==> config.mk <==
export PLATFORM = sky130hd
export DESIGN_NAME = nonce_search_ctrl
export DESIGN_NICKNAME = d
export VERILOG_FILES = /design/src/rtl/nonce_search_ctrl.sv
export SDC_FILE = /design/constraint.sdc
export NUM_CORES = 1
export LEC_CHECK = 0
export ABC_AREA = 1
export CAP_MARGIN = 20
export CORE_ASPECT_RATIO = 2
export CORE_UTILIZATION = 35
export DETAILED_ROUTE_END_ITERATION = 6
export SLEW_MARGIN = 20
export SYNTH_ARGS = -nofsm -noshare
export SYNTH_HDL_FRONTEND = slang
export SYNTH_SLANG_ARGS = --single-unit
==> constraint.sdc <==
create_clock -name clk -period 8.9 [get_ports clk]
set_input_delay 0.89 -clock clk [delete_from_list [all_inputs] [get_ports clk]]
set_output_delay 0.89 -clock clk [all_outputs]
set_load 0.02 [all_outputs]
==> src/rtl/nonce_search_ctrl.sv <==
// -----------------------------------------------------------------------------
// nonce_search_ctrl
//
// Purpose:
//   Sequencer for the micro-hash core. It walks an inclusive nonce range for a
//   12-byte block header. For each nonce it launches one hash, waits for the
//   core to finish, and checks the top two result bytes against the target.
//   It stops on the first passing nonce, on range exhaustion, or when the core
//   fails to answer within TIMEOUT_CYC cycles.
//
// Parameters:
//   TIMEOUT_CYC  maximum number of WAIT cycles before giving up (ERROR)
//   CNT_W        width of the saturating attempt counter
//
// Ports:
//   clk          clock, all state on posedge
//   reset        asynchronous active-high reset
//   start        one-cycle request, accepted in IDLE or a terminal state
//   abort        return to IDLE on the next cycle from any state
//   header_in    block header (byte 11 in [95:88])
//   nonce_first  first nonce of the range
//   nonce_last   last nonce of the range (inclusive, may wrap)
//   target_in    difficulty target
//   hash_start   one-cycle launch pulse to the hash core
//   hash_header  header presented to the core
//   hash_nonce   nonce presented to the core
//   hash_done    core completion strobe
//   hash_out     core result, valid with hash_done
//   busy         high in LAUNCH/WAIT/CHECK
//   found        high in FOUND
//   exhausted    high in EXHAUST
//   error        high in ERROR
//   nonce_found  nonce that passed
//   hash_found   hash that passed
//   attempts     hashes completed since the last accepted start
// -----------------------------------------------------------------------------
module nonce_search_ctrl #(
  parameter int TIMEOUT_CYC = 64,
  parameter int CNT_W       = 32
) (
  input  logic             clk,
  input  logic             reset,
  input  logic             start,
  input  logic             abort,
  input  logic [95:0]      header_in,
  input  logic [31:0]      nonce_first,
  input  logic [31:0]      nonce_last,
  input  logic [7:0]       target_in,
  output logic             hash_start,
  output logic [95:0]      hash_header,
  output logic [31:0]      hash_nonce,
  input  logic             hash_done,
  input  logic [23:0]      hash_out,
  output logic             busy,
  output logic             found,
  output logic             exhausted,
  output logic             error,
  output logic [31:0]      nonce_found,
  output logic [23:0]      hash_found,
  output logic [CNT_W-1:0] attempts
);

  localparam int TMO_W = $clog2(TIMEOUT_CYC + 1);

  typedef enum logic [2:0] {
    S_IDLE,
    S_LAUNCH,
    S_WAIT,
    S_CHECK,
    S_FOUND,
    S_EXHAUST,
    S_ERROR
  } state_t;

  state_t             state_q, state_d;
  logic [95:0]        header_q, header_d;
  logic [7:0]         target_q, target_d;
  logic [31:0]        last_q, last_d;
  logic [31:0]        nonce_q, nonce_d;
  logic [31:0]        nonce_found_q, nonce_found_d;
  logic [23:0]        hash_q, hash_d;
  logic [23:0]        hash_found_q, hash_found_d;
  logic [CNT_W-1:0]   attempts_q, attempts_d;
  logic [TMO_W-1:0]   tmo_q, tmo_d;
  logic               pass;

  // Both of the upper result bytes must be strictly below the target, so a
  // target of zero can never pass.
  assign pass = (hash_q[23:16] < target_q) && (hash_q[15:8] < target_q);

  always_comb begin
    state_d       = state_q;
    header_d      = header_q;
    target_d      = target_q;
    last_d        = last_q;
    nonce_d       = nonce_q;
    nonce_found_d = nonce_found_q;
    hash_d        = hash_q;
    hash_found_d  = hash_found_q;
    attempts_d    = attempts_q;
    tmo_d         = tmo_q;

    if (abort) begin
      // Abort overrides everything, including a simultaneous start.
      state_d = S_IDLE;
    end else begin
      case (state_q)
        S_IDLE, S_FOUND, S_EXHAUST, S_ERROR: begin
          if (start) begin
            header_d   = header_in;
            target_d   = target_in;
            last_d     = nonce_last;
            nonce_d    = nonce_first;
            attempts_d = '0;
            state_d    = S_LAUNCH;
          end
        end
        S_LAUNCH: begin
          tmo_d   = '0;
          state_d = S_WAIT;
        end
        S_WAIT: begin
          if (hash_done) begin
            hash_d = hash_out;
            if (attempts_q != '1) begin
              attempts_d = attempts_q + CNT_W'(1);
            end
            state_d = S_CHECK;
          end else if (tmo_q == TMO_W'(TIMEOUT_CYC - 1)) begin
            // TIMEOUT_CYC WAIT cycles have elapsed with no answer.
            state_d = S_ERROR;
          end else begin
            tmo_d = tmo_q + TMO_W'(1);
          end
        end
        S_CHECK: begin
          // A pass on the last nonce reports FOUND, not EXHAUST.
          if (pass) begin
            nonce_found_d = nonce_q;
            hash_found_d  = hash_q;
            state_d       = S_FOUND;
          end else if (nonce_q == last_q) begin
            state_d = S_EXHAUST;
          end else begin
            nonce_d = nonce_q + 32'd1;
            state_d = S_LAUNCH;
          end
        end
        default: state_d = S_IDLE;
      endcase
    end
  end

  always_ff @(posedge clk or posedge reset) begin
    if (reset) begin
      state_q       <= S_IDLE;
      header_q      <= '0;
      target_q      <= '0;
      last_q        <= '0;
      nonce_q       <= '0;
      nonce_found_q <= '0;
      hash_q        <= '0;
      hash_found_q  <= '0;
      attempts_q    <= '0;
      tmo_q         <= '0;
    end else begin
      state_q       <= state_d;
      header_q      <= header_d;
      target_q      <= target_d;
      last_q        <= last_d;
      nonce_q       <= nonce_d;
      nonce_found_q <= nonce_found_d;
      hash_q        <= hash_d;
      hash_found_q  <= hash_found_d;
      attempts_q    <= attempts_d;
      tmo_q         <= tmo_d;
    end
  end

  assign hash_start  = (state_q == S_LAUNCH);
  assign busy        = (state_q == S_LAUNCH) || (state_q == S_WAIT) || (state_q == S_CHECK);
  assign found       = (state_q == S_FOUND);
  assign exhausted   = (state_q == S_EXHAUST);
  assign error       = (state_q == S_ERROR);
  assign hash_header = header_q;
  assign hash_nonce  = nonce_q;
  assign nonce_found = nonce_found_q;
  assign hash_found  = hash_found_q;
  assign attempts    = attempts_q;

endmodule
## Word-level counts from Yosys, hierarchy flattened

Cells that the tools add are included.

| storage, ports and cells | value |
|---|---|
| input port bits | 197 |
| output and inout bits | 221 |
| register bits | 290 |
| logic and storage cells | 67 |

| operators by class | value |
|---|---|
| multiplexer cells | 18 |
| $add $sub $neg | 3 |
| $lt $le $gt $ge | 2 |
| bitwise logic cells | 1 |
| reductions and logical operators | 15 |
| equality and inequality tests | 18 |

Operators with widths:

| kind | number |
|---|---|
| $mux 32 | 6 |
| $pmux 32 s2 | 2 |
| $add 32x1->32 const B | 2 |
| $eq 32x32->1 | 1 |
| $ne 32x32->1 const B | 1 |
| $mux 3 | 6 |
| $lt 8x8->1 | 2 |
| $mux 7 | 2 |
| $ne 2x2->1 const B | 7 |
| $pmux 7 s2 | 1 |
| $pmux 3 s4 | 1 |
| $reduce_and 5->1 | 2 |
| $eq 3x3->1 const B | 3 |
| $reduce_and 3->1 | 3 |
| $add 7x1->7 const B | 1 |
| $eq 7x6->1 const B | 1 |
| $eq 3x2->1 const B | 2 |
| $reduce_bool 2->1 | 3 |
| $ne 4x4->1 const B | 1 |
| $reduce_and 4->1 | 1 |
| $reduce_or 4->1 | 1 |
| $eq 3x1->1 const B | 1 |
| $logic_not 3->1 | 1 |
| $ne 3x3->1 const B | 1 |
| other kinds (4) | 5 |

## Logic depth before layout (Yosys ltp)

Gate-level depths: netlist of run 1.

| logic depth | value |
|---|---|
| depth in word-level cells | 5 |
| mapped depth | 14 |
| mapped depth without buffers | 12 |

## Least setup slack after synthesis of run 1

Ideal clock, no wire load.

| path | value |
|---|---|
| kind | reg-to-output |
| start | reg state_q[2] |
| end | out error |
| cell stages (with the launch flop) | 3 |
| setup slack | 6.877 ns |
| data required time | 8.010 ns |
| path buffers | 0 |
| arrival time | 1.133 ns |
| path through | dfrtp_1 -> inv_2 -> nor3_1 |

| between the ends | value |
|---|---|
| word-level cells in the longest chain between the ends | 1 |

Ends and longest elaborated chain:

| what | RTL line | text |
|---|---|---|
| from (decl) | 75 | `state_t state_q, state_d;` |
| from (signal assigned) | 167 | `state_q <= state_d;` |
| $eq 3x3->1 | 184 | `assign error = (state_q == S_ERROR);` |
| to (decl) | 57 | `output logic error,` |

Every way passes these cells.

## Worst setup path after layout of run 1

| path | value |
|---|---|
| start | reg hash_q[19] |
| end | reg nonce_q[22], in the netlist hash_nonce[22] |

| between the ends | value |
|---|---|
| word-level cells in the longest chain between the ends | 4 |

Ends and longest elaborated chain:

| what | RTL line | text |
|---|---|---|
| from (decl) | 81 | `logic [23:0] hash_q, hash_d;` |
| from (signal assigned) | 173 | `hash_q <= hash_d;` |
| $lt 8x8->1 | 89 | `assign pass = (hash_q[23:16] < target_q) && (hash_q[15:8] < target_q);` |
| $logic_and 1x1->1 | 89 |  |
| $ne 2x2->1 (no source line) | - |  |
| $reduce_and 5->1 (no source line) | - |  |
| to (signal assigned) | 171 | `nonce_q <= nonce_d;` |
| to (decl) | 79 | `logic [31:0] nonce_q, nonce_d;` |

Every way passes these cells.
A chain may end at the register's enable or synchronous reset.

==> results of run 1 <==
-- power groups by stage --
| stage | Clock [W] | Combinational (W) | Sequential (W) |
|---|---|---|---|
| global route | 0.00129 | 0.00314 | 0.00248 |
| floorplan | 0 | 0.00124 | 0.00270 |
| CTS | 0.00125 | 0.00292 | 0.00242 |
| detailed placement | 0 | 0.00291 | 0.00243 |
| global placement | 0 | 0.00287 | 0.00241 |
| finish | 0.00122 | 0.00289 | 0.00242 |
-- layer usage --
metal | GRT usage, % | part of all wire [%]
met5 | 0 | 0
met4 | 15.36 | 6.6
met3 | 4.829 | 6.8
met2 | 43.74 | 53
met1 | 23.75 | 34
-- cells by family after synthesis --
logic type | after synthesis | synth area share, %
AO/OA/AOI/OAI | 159 | 6.229
XOR/XNOR | 17 | 1.010
adder cells (fa/ha/maj) | 17 | 1.443
buffers and inverters | 183 | 5.780
flip-flops | 290 | 49.22
multiplexers | 129 | 9.853
AND/OR/NAND/NOR | 920 | 26.46
-- worst paths after layout --
check	cells after the start	endpoint	slack, ns	from
worst max register to register	11	hash_nonce[22]	5.66	hash_q[19]
min in group asynchronous	2	hash_found[23]	0.94	reset
worst max-delay path	11	hash_nonce[22]	5.66	hash_q[19]
worst min register to register	2	hash_found[4]	0.47	hash_q[4]
worst min-delay path	2	hash_found[4]	0.47	hash_q[4]
max in group asynchronous	3	hash_header[2]	6.51	reset
-- flip-flops by register name (all words and copies together) (netlist names) --
register,cells
hash_header,96
attempts,32
hash_nonce,32
last_q,32
nonce_found,32
hash_found,24
hash_q,24
target_q,8
tmo_q,7
state_q,3
-- worst max-delay path, cell delays in order, from the launching register on --
cell     delay [ns]
dfrtp_1        0.43
ha_1           0.31
nand2_1        0.05
inv_1          0.05
nand2_1        0.05
nand2_1        0.07
nand2_1        0.10
nand4_4        0.12
buf_4          0.76
nand3_2        0.84
nand2_1        0.24
nand2_1        0.08
-- layout make-up --
cell class / instances / area, um2
fillers: 4068 / 21440
flip-flops and latches: 290 / 7257
multi-input cells: 1242 / 6658
repair buffers: 425 / 4242
clock buffers: 46 / 859.6
well taps: 540 / 675.6
inverters: 112 / 430.4
clock inverters: 6 / 61.31
diodes: 8 / 20.02
-- per-stage QoR --
stage	area, um2	instances	worst slack, ns	total power [W]	hold slack, ns
after floorplan	14740	1715	0.004293	0.003939	0.4436
after global placement	19260	2609	5.249	0.005283	0.4537
after detailed placement	19260	2609	5.216	0.005340	0.4598
after CTS	20180	2661	5.692	0.006589	0.4713
after global routing	20200	2669	5.368	0.006910	0.5030
final	20200	2669	5.663	0.006526	0.4740
-- Yosys cell counts, drive strengths merged --
master / count / area (um2)
o31ai: 2 / 15.01
a31oi: 2 / 12.51
nand2: 603 / 2278
o211ai: 1 / 7.510
a21o: 6 / 45.04
xnor2: 11 / 96.34
a21oi: 39 / 195.2
o21bai: 2 / 15.01
buf: 47 / 336.6
clkbuf: 24 / 92.59
nand3: 102 / 563.0
o41ai: 1 / 8.760
ha: 17 / 212.7
dfrtp: 290 / 7257
nand4: 25 / 177.7
xor2: 6 / 52.55
o21ai: 105 / 611.8
nand3b: 6 / 45.04
mux2: 129 / 1453
or2: 13 / 81.33
inv: 110 / 412.9
clkinv: 2 / 10.01
nor2: 153 / 654.4
nor3: 18 / 101.4
a211oi: 1 / 7.510
==> qor.yml, run 1 <==
clock_tree:
  cts.sinks: 290
  root_buffer: "clkbuf_16"
  clk_latency_ns: 0.57
  cts.htree.levels: 1
  cts_tree: "yes"
  cts_buffers: 29
  ctsHoldBuffers: 0
  clk_pin_slew_ns: 0.06
  postCtsSetupBuffers: 0
  cts.repair.resized: 0
  clk_path_buf_depth: 3
sta:
  tightest_slew_ns: 1.004
  clock.fmax_mhz: 309.0
  finalHoldViolations: 0
  setup_tns_ns: 0
  slew_viol_final: 0
  rsz0062_at_grt: "false"
  finClkSkew_ns: 0.01786
  fin_crit_sh_pct: 36.37
  min_period_ns: 3.237
  finalSetupViolations: 0
  slew_headroom_pct: 33.04
power_and_ir_drop:
  p_seq_share_pct: 37.0
  internal-power_w: 0.003857
  ir_worst_vdd_v: 0.0002384
  power.net_switching_w: 0.002670
  netSwitchingFraction_pct: 40.91
  p_per_area_nw_per_um2: 323.0
  power.clock.fraction_pct: 18.7
  power.leakage_nw: 9.160
  p_comb_share_pct: 44.3
layout:
  fin_util_pct: 48.51
  area_delta_synth_final_pct: 37.04
  final_common_cell: "nand2_1"
  layout_common_cells: "nand2_1 (599), clkdlybuf4s50_1 (416), dfrtp_1 (290)"
  drive_gt1_share_pct: 7.921
  nNetsFinal: 2314
global_routing:
  grt_pass1_wl_um: 78210
  grt-ovfl-total: 0
  grt_usage_pct: 23.70
  grt_pass1_vias: 13720
  grt_max_degree: 170
  grt_antenna_before_repair: 8
routing:
  firstDrtPassIters: 5
  wl_per_cell_um: 19.21
  drc: 0
  vias: 13270
  drt_wl_total_um: 51260
  drtIter0Drc: 627
  via_per_inst: 4.970
  ant_nets: 0
die:
  core_area_um2: 41640
  die_h_um: 292.3
  rows: 106
  start_util_pct: 35.40
  die_x_um: 147.1
  die-area_um2: 43000
  pin_count: 418
yosys:
  syn_nets: 1929
  synthCells: 1715
  yosys_warnings: 0
  syn_area_um2: 14740
  ys_types: 43
  syn_avg_cell_area_um2: 8.596
  synth_seq_area_share_pct: 49.22
  ys_ff_latch: 290
worst_setup_path:
  worst-setup-path-type: "flip-flop to flip-flop"
  cp_max_fo: 90
  startpoint_type: "flip-flop"
  cp.arrival_ns: 3.69
  crit_required_ns: 9.35
  crit_path_end_kind: "flip-flop"
hold_path:
  hold_class: "flip-flop to flip-flop"
run_status:
  status: "complete, no violations"
placement:
  portBuffers: 417
  place.gp.congestion: 0.9790
  place_hpwl_um: 38250
job:
  maxCapViolCount: 0
No activity file was read; power rests on OpenSTA's default activity.
==> inputs of run 2 (changes only) <==
==> constraint.sdc (replaced) <==
create_clock -name clk -period 2.89 [get_ports clk]
set_input_delay 0.289 -clock clk [delete_from_list [all_inputs] [get_ports clk]]
set_output_delay 0.289 -clock clk [all_outputs]
set_load 0.02 [all_outputs]
==> run 2 against run 1 <==
Compared with the run above: register-to-register slack got worse by 5.1 ns; non-clock buffer count increased by 30; critical path depth decreased by 8; largest cell class unchanged; largest power group unchanged; highest routed layer is now met5.
==> qor.yml, run 2 (same netlist as run 1, synthesis figures left out) <==
run_status:
  status: "complete, no violations"
worst_setup_path:
  reg2reg_from: "attempts[8]"
  startpoint_type: "flip-flop"
  crit_path_end_kind: "output pin"
  cp.arrival_ns: 2.27
  ff2ff_path_depth: 8
  worst-setup-path-type: "flip-flop to output pin"
  cp_max_fo: 8
  rrSetupSlack_ns: 0.57
  reg2reg_to: "attempts[26]"
  crit_required_ns: 2.60
power_and_ir_drop:
  p_per_area_nw_per_um2: 990.1
  ir_worst_vdd_v: 0.0007618
  power.leakage_nw: 9.337
global_routing:
  grt_max_degree: 93
  grt_usage_pct: 23.98
  grt_pass1_vias: 13650
  grt_pass1_wl_um: 79040
  grt_antenna_before_repair: 5
  grt-ovfl-total: 0
routing:
  vias: 13410
  drtIter0Drc: 467
  ant_nets: 0
  drc: 0
  wl_per_cell_um: 19.21
  drt_wl_total_um: 51750
  via_per_inst: 4.976
  firstDrtPassIters: 5
sta:
  rsz0062_at_grt: "false"
  finalSetupViolations: 0
  slew_headroom_pct: 55.21
  finClkSkew_ns: 0.008254
  clock.fmax_mhz: 391.4
  slew_viol_final: 0
  tightest_slew_ns: 0.6695
  setup_tns_ns: 0
  fin_crit_sh_pct: 88.42
  finalHoldViolations: 0
  min_period_ns: 2.555
die:
  pin_count: 418
  rows: 106
  die-area_um2: 43000
  start_util_pct: 35.40
  core_area_um2: 41640
  die_x_um: 147.1
  die_h_um: 292.3
clock_tree:
  cts.sinks: 290
  clk_latency_ns: 0.57
  cts.repair.resized: 0
  root_buffer: "clkbuf_16"
  cts_tree: "yes"
  ctsHoldBuffers: 0
  cts_buffers: 29
  postCtsSetupBuffers: 0
  clk_pin_slew_ns: 0.06
  cts.htree.levels: 1
  clk_path_buf_depth: 3
placement:
  place.gp.congestion: 0.9728
  portBuffers: 417
  place_hpwl_um: 39710
job:
  maxCapViolCount: 0
layout:
  drive_gt1_share_pct: 9.395
  area_delta_synth_final_pct: 38.97
  fin_util_pct: 49.20
  layout_common_cells: "nand2_1 (599), clkdlybuf4s50_1 (416), dfrtp_1 (290)"
  largest_reg_flops: 96
  final_common_cell: "nand2_1"
  fill_cells: 4069
  nNetsFinal: 2344
hold_path:
  hold_class: "input pin to async pin"
==> run 2: cell types whose count changed in the layout (fill, tap and decap cells not counted), sizes merged <==
cell and delta:
buf +30, clkbuf -6, diode -4, clkinvlp +2, clkinv +4, inv -1
==> run 2: layout make-up <==
cell class	count	area [um2]	area share [%]
sequential	290	7257	35.42
timing repair buffer	455	4542	22.17
clock inverter	11	92.59	0.4519
clock buffer	40	827.0	4.037
tap	540	675.6	3.298
antenna	4	10.01	0.04885
multi-input combinational	1242	6658	32.49
inverter	112	426.7	2.082
==> run 2: metrics by stage <==
step	setup slack [ns]	cell area [um2]	std cells	hold slack, ns	total power, W
after floorplan	-1.246	14750	1715	0.4207	0.01213
after global placement	0.6545	19560	2639	0.4526	0.01647
after detailed placement	0.6017	19560	2639	0.4607	0.01664
after CTS	0.3080	20480	2690	0.05038	0.02049
after global routing	0.2196	20490	2693	0.07032	0.02148
final	0.3348	20490	2694	0.06977	0.02029
==> run 2: worst max-delay path, stage by stage (launching register included) <==
cell             delay (ns)
dfrtp_1                0.53
inv_1                  0.16
nor3_1                 0.33
clkdlybuf4s50_1        0.68
==> run 2: how the worst max path moves through the flow <==
stage                     slack, ns   startpoint              end  cells after the start
after floorplan               -1.25        reset      attempts[0]                      1
after global placement         0.65  target_q[7]  nonce_found[24]                     11
after detailed placement       0.60  target_q[7]  nonce_found[27]                     11
after CTS                      0.31   state_q[0]       hash_start                      3
after global routing           0.22   state_q[0]       hash_start                      3
final                          0.33   state_q[0]       hash_start                      3
==> run 2: report_power, final <==
part           total [W]  internal (W)  switching, W
clock            0.00375       0.00208       0.00167
combinational    0.00929       0.00418       0.00511
sequential       0.00724       0.00575       0.00150
==> run 2: per-layer routing <==
| layer | up-vias | global-route usage (%) | wire (um) |
|---|---|---|---|
| met5 | - | 0 | 12 |
| met4 | 2 | 12.62 | 2748 |
| met3 | 123 | 5.078 | 3536 |
| met2 | 527 | 45.12 | 27990 |
| met1 | 6383 | 24.32 | 17460 |
| li1 | 6371 | - | - |
==> inputs of run 3 (changes only) <==
--- a/config.mk
+++ b/config.mk
@@ -7,9 +7,11 @@
 export LEC_CHECK = 0
 export ABC_AREA = 1
 export CAP_MARGIN = 20
-export CORE_ASPECT_RATIO = 2
-export CORE_UTILIZATION = 35
+export CORE_ASPECT_RATIO = 1.5
+export CORE_UTILIZATION = 40
 export DETAILED_ROUTE_END_ITERATION = 6
+export GPL_ROUTABILITY_DRIVEN = 0
+export PLACE_DENSITY = 0.72
 export SLEW_MARGIN = 20
 export SYNTH_ARGS = -nofsm -noshare
 export SYNTH_HDL_FRONTEND = slang
==> run 3 against run 2 <==
Compared with the run above: die area decreased by 12%; sequential cell count unchanged; clock power increased by 5.9%; sequential share of layout area increased by 0.095 points; critical path type is now flip-flop to flip-flop; highest routed layer unchanged.
==> qor.yml, run 3 (same netlist as run 1, synthesis figures left out) <==
routing:
  wl_per_cell_um: 19.08
  ant_nets: 0
  drtIter0Drc: 1157
  drc: 0
  drt_wl_total_um: 50210
  vias: 13670
  via_per_inst: 5.195
  firstDrtPassIters: 6
placement:
  place_hpwl_um: 37720
  place_area_um2: 19430
  portBuffers: 417
  post-place-cells: 2574
sta:
  fin_crit_sh_pct: 89.66
  tightest_slew_ns: 0.7256
  min_period_ns: 2.591
  slew_headroom_pct: 51.25
  rsz0062_at_grt: "false"
  clock.fmax_mhz: 385.9
  finalHoldViolations: 0
  slew_viol_final: 0
  finalSetupViolations: 0
  finClkSkew_ns: 0.01439
die:
  rows: 85
  die_h_um: 237.1
  die-area_um2: 37640
  pin_count: 418
  die_x_um: 158.8
  core_area_um2: 36050
  start_util_pct: 40.89
clock_tree:
  cts_tree: "yes"
  cts.sinks: 290
  clk_path_buf_depth: 3
  cts.htree.levels: 1
  clk_pin_slew_ns: 0.07
  clk_latency_ns: 0.57
  cts_buffers: 29
  root_buffer: "clkbuf_16"
worst_setup_path:
  worst-setup-path-type: "flip-flop to flip-flop"
  cp_max_fo: 29
  cp.arrival_ns: 3.09
  crit_required_ns: 3.39
  reg2reg_from: "state_q[0]"
  startpoint: "state_q[0]"
  crit_path_end_kind: "flip-flop"
  startpoint_type: "flip-flop"
hold_path:
  hold_class: "input pin to async pin"
layout:
  fin_cells: 2632
  nNetsFinal: 2341
  area_delta_synth_final_pct: 38.62
  drive_gt1_share_pct: 9.400
  layout_common_cells: "nand2_1 (599), clkdlybuf4s50_1 (416), dfrtp_1 (289)"
  largest_reg_flops: 96
  final_area_um2: 20440
  final_common_cell: "nand2_1"
run_status:
  status: "complete, no violations"
power_and_ir_drop:
  power.leakage_nw: 9.338
  ir_worst_vdd_v: 0.0009101
  p_per_area_nw_per_um2: 1009
  power_w: 0.02062
global_routing:
  use_met3_pct: 6.159
  grt_pass1_wl_um: 78330
  grt-ovfl-total: 0
  grt_pass1_vias: 13980
  grt_antenna_before_repair: 5
  gr-usage-met1_pct: 28.99
  grt_usage_pct: 26.65
  busiest_layer: "met2"
  use_met2_pct: 47.30
  grt_max_degree: 90
job:
  maxCapViolCount: 0
-- run 3: changes by cell type in the layout (fill, tap and decap cells not counted), sizes merged --
cell	change
diode	+1
bufinv	+3
clkinvlp	+1
clkbuf	-2
buf	-3
-- run 3: layout make-up --
class,count,area [um2]
Multi-Input combinational cell,1242,6658
Fill cell,3165,15620
Timing Repair Buffer,452,4494
Sequential cell,290,7258
Inverter,112,426.7
Clock buffer,38,799.5
Tap cell,478,598.1
Clock inverter,15,190.2
Antenna cell,5,12.51
-- run 3: routing by layer --
| layer | vias up | share of wire, % |
|---|---|---|
| li1 | 6349 | - |
| met1 | 6469 | 34 |
| met2 | 696 | 51 |
| met3 | 158 | 8.7 |
| met5 | - | 0.026 |
| met4 | 2 | 6.0 |
-- run 3: what timing repair did --
action | CTS | global route
hold buffers | 0 | 0
buffers inserted | 0 | 0
endpoints found under the setup margin | 0 | 1
resized for setup | 0 | 1
-- run 3: path summary, 6_finish.rpt --
kind / endpoint / slack (ns) / cells past startpoint
setup / recovery: hash_nonce[7] / 0.30 / 11
hold / removal: hash_q[20] / 0.08 / 2
setup reg to reg: hash_nonce[7] / 0.30 / 11
hold reg to reg: hash_found[4] / 0.47 / 2
max in group asynchronous: state_q[1] / 1.98 / 3
min in group clk: tmo_q[2] / 0.20 / 3
-- run 3: worst max-delay path, stage by stage (launching register included) --
cell and delay [ns]:
dfrtp_1 0.53, nand2_4 0.12, nor2_8 0.14, nand2_1 0.07
nor2_1 0.36, nand3_1 0.15, nor2_2 0.17, nand3_4 0.25
nand3_2 0.19, buf_4 0.34, nand2_1 0.11, nand2_1 0.08
-- run 3: where the power goes --
group          switching [W]  internal [W]
combinational        0.00525       0.00420
sequential           0.00145       0.00575
clock                0.00167       0.00231
-- run 3: per-stage QoR --
| step | TNS, ns | util, % | hold WS [ns] | setup slack (ns) |
|---|---|---|---|---|
| floorplan | -361.39 | - | 0.4207 | -1.246 |
| global placement | 0 | 53.90 | 0.4531 | 0.4495 |
| detailed placement | 0 | 53.90 | 0.4564 | 0.3784 |
| CTS | 0 | 56.65 | 0.07387 | 0.3500 |
| global route | 0 | 56.68 | 0.1119 | 0.1030 |
| finish | 0 | 56.69 | 0.08391 | 0.2988 |
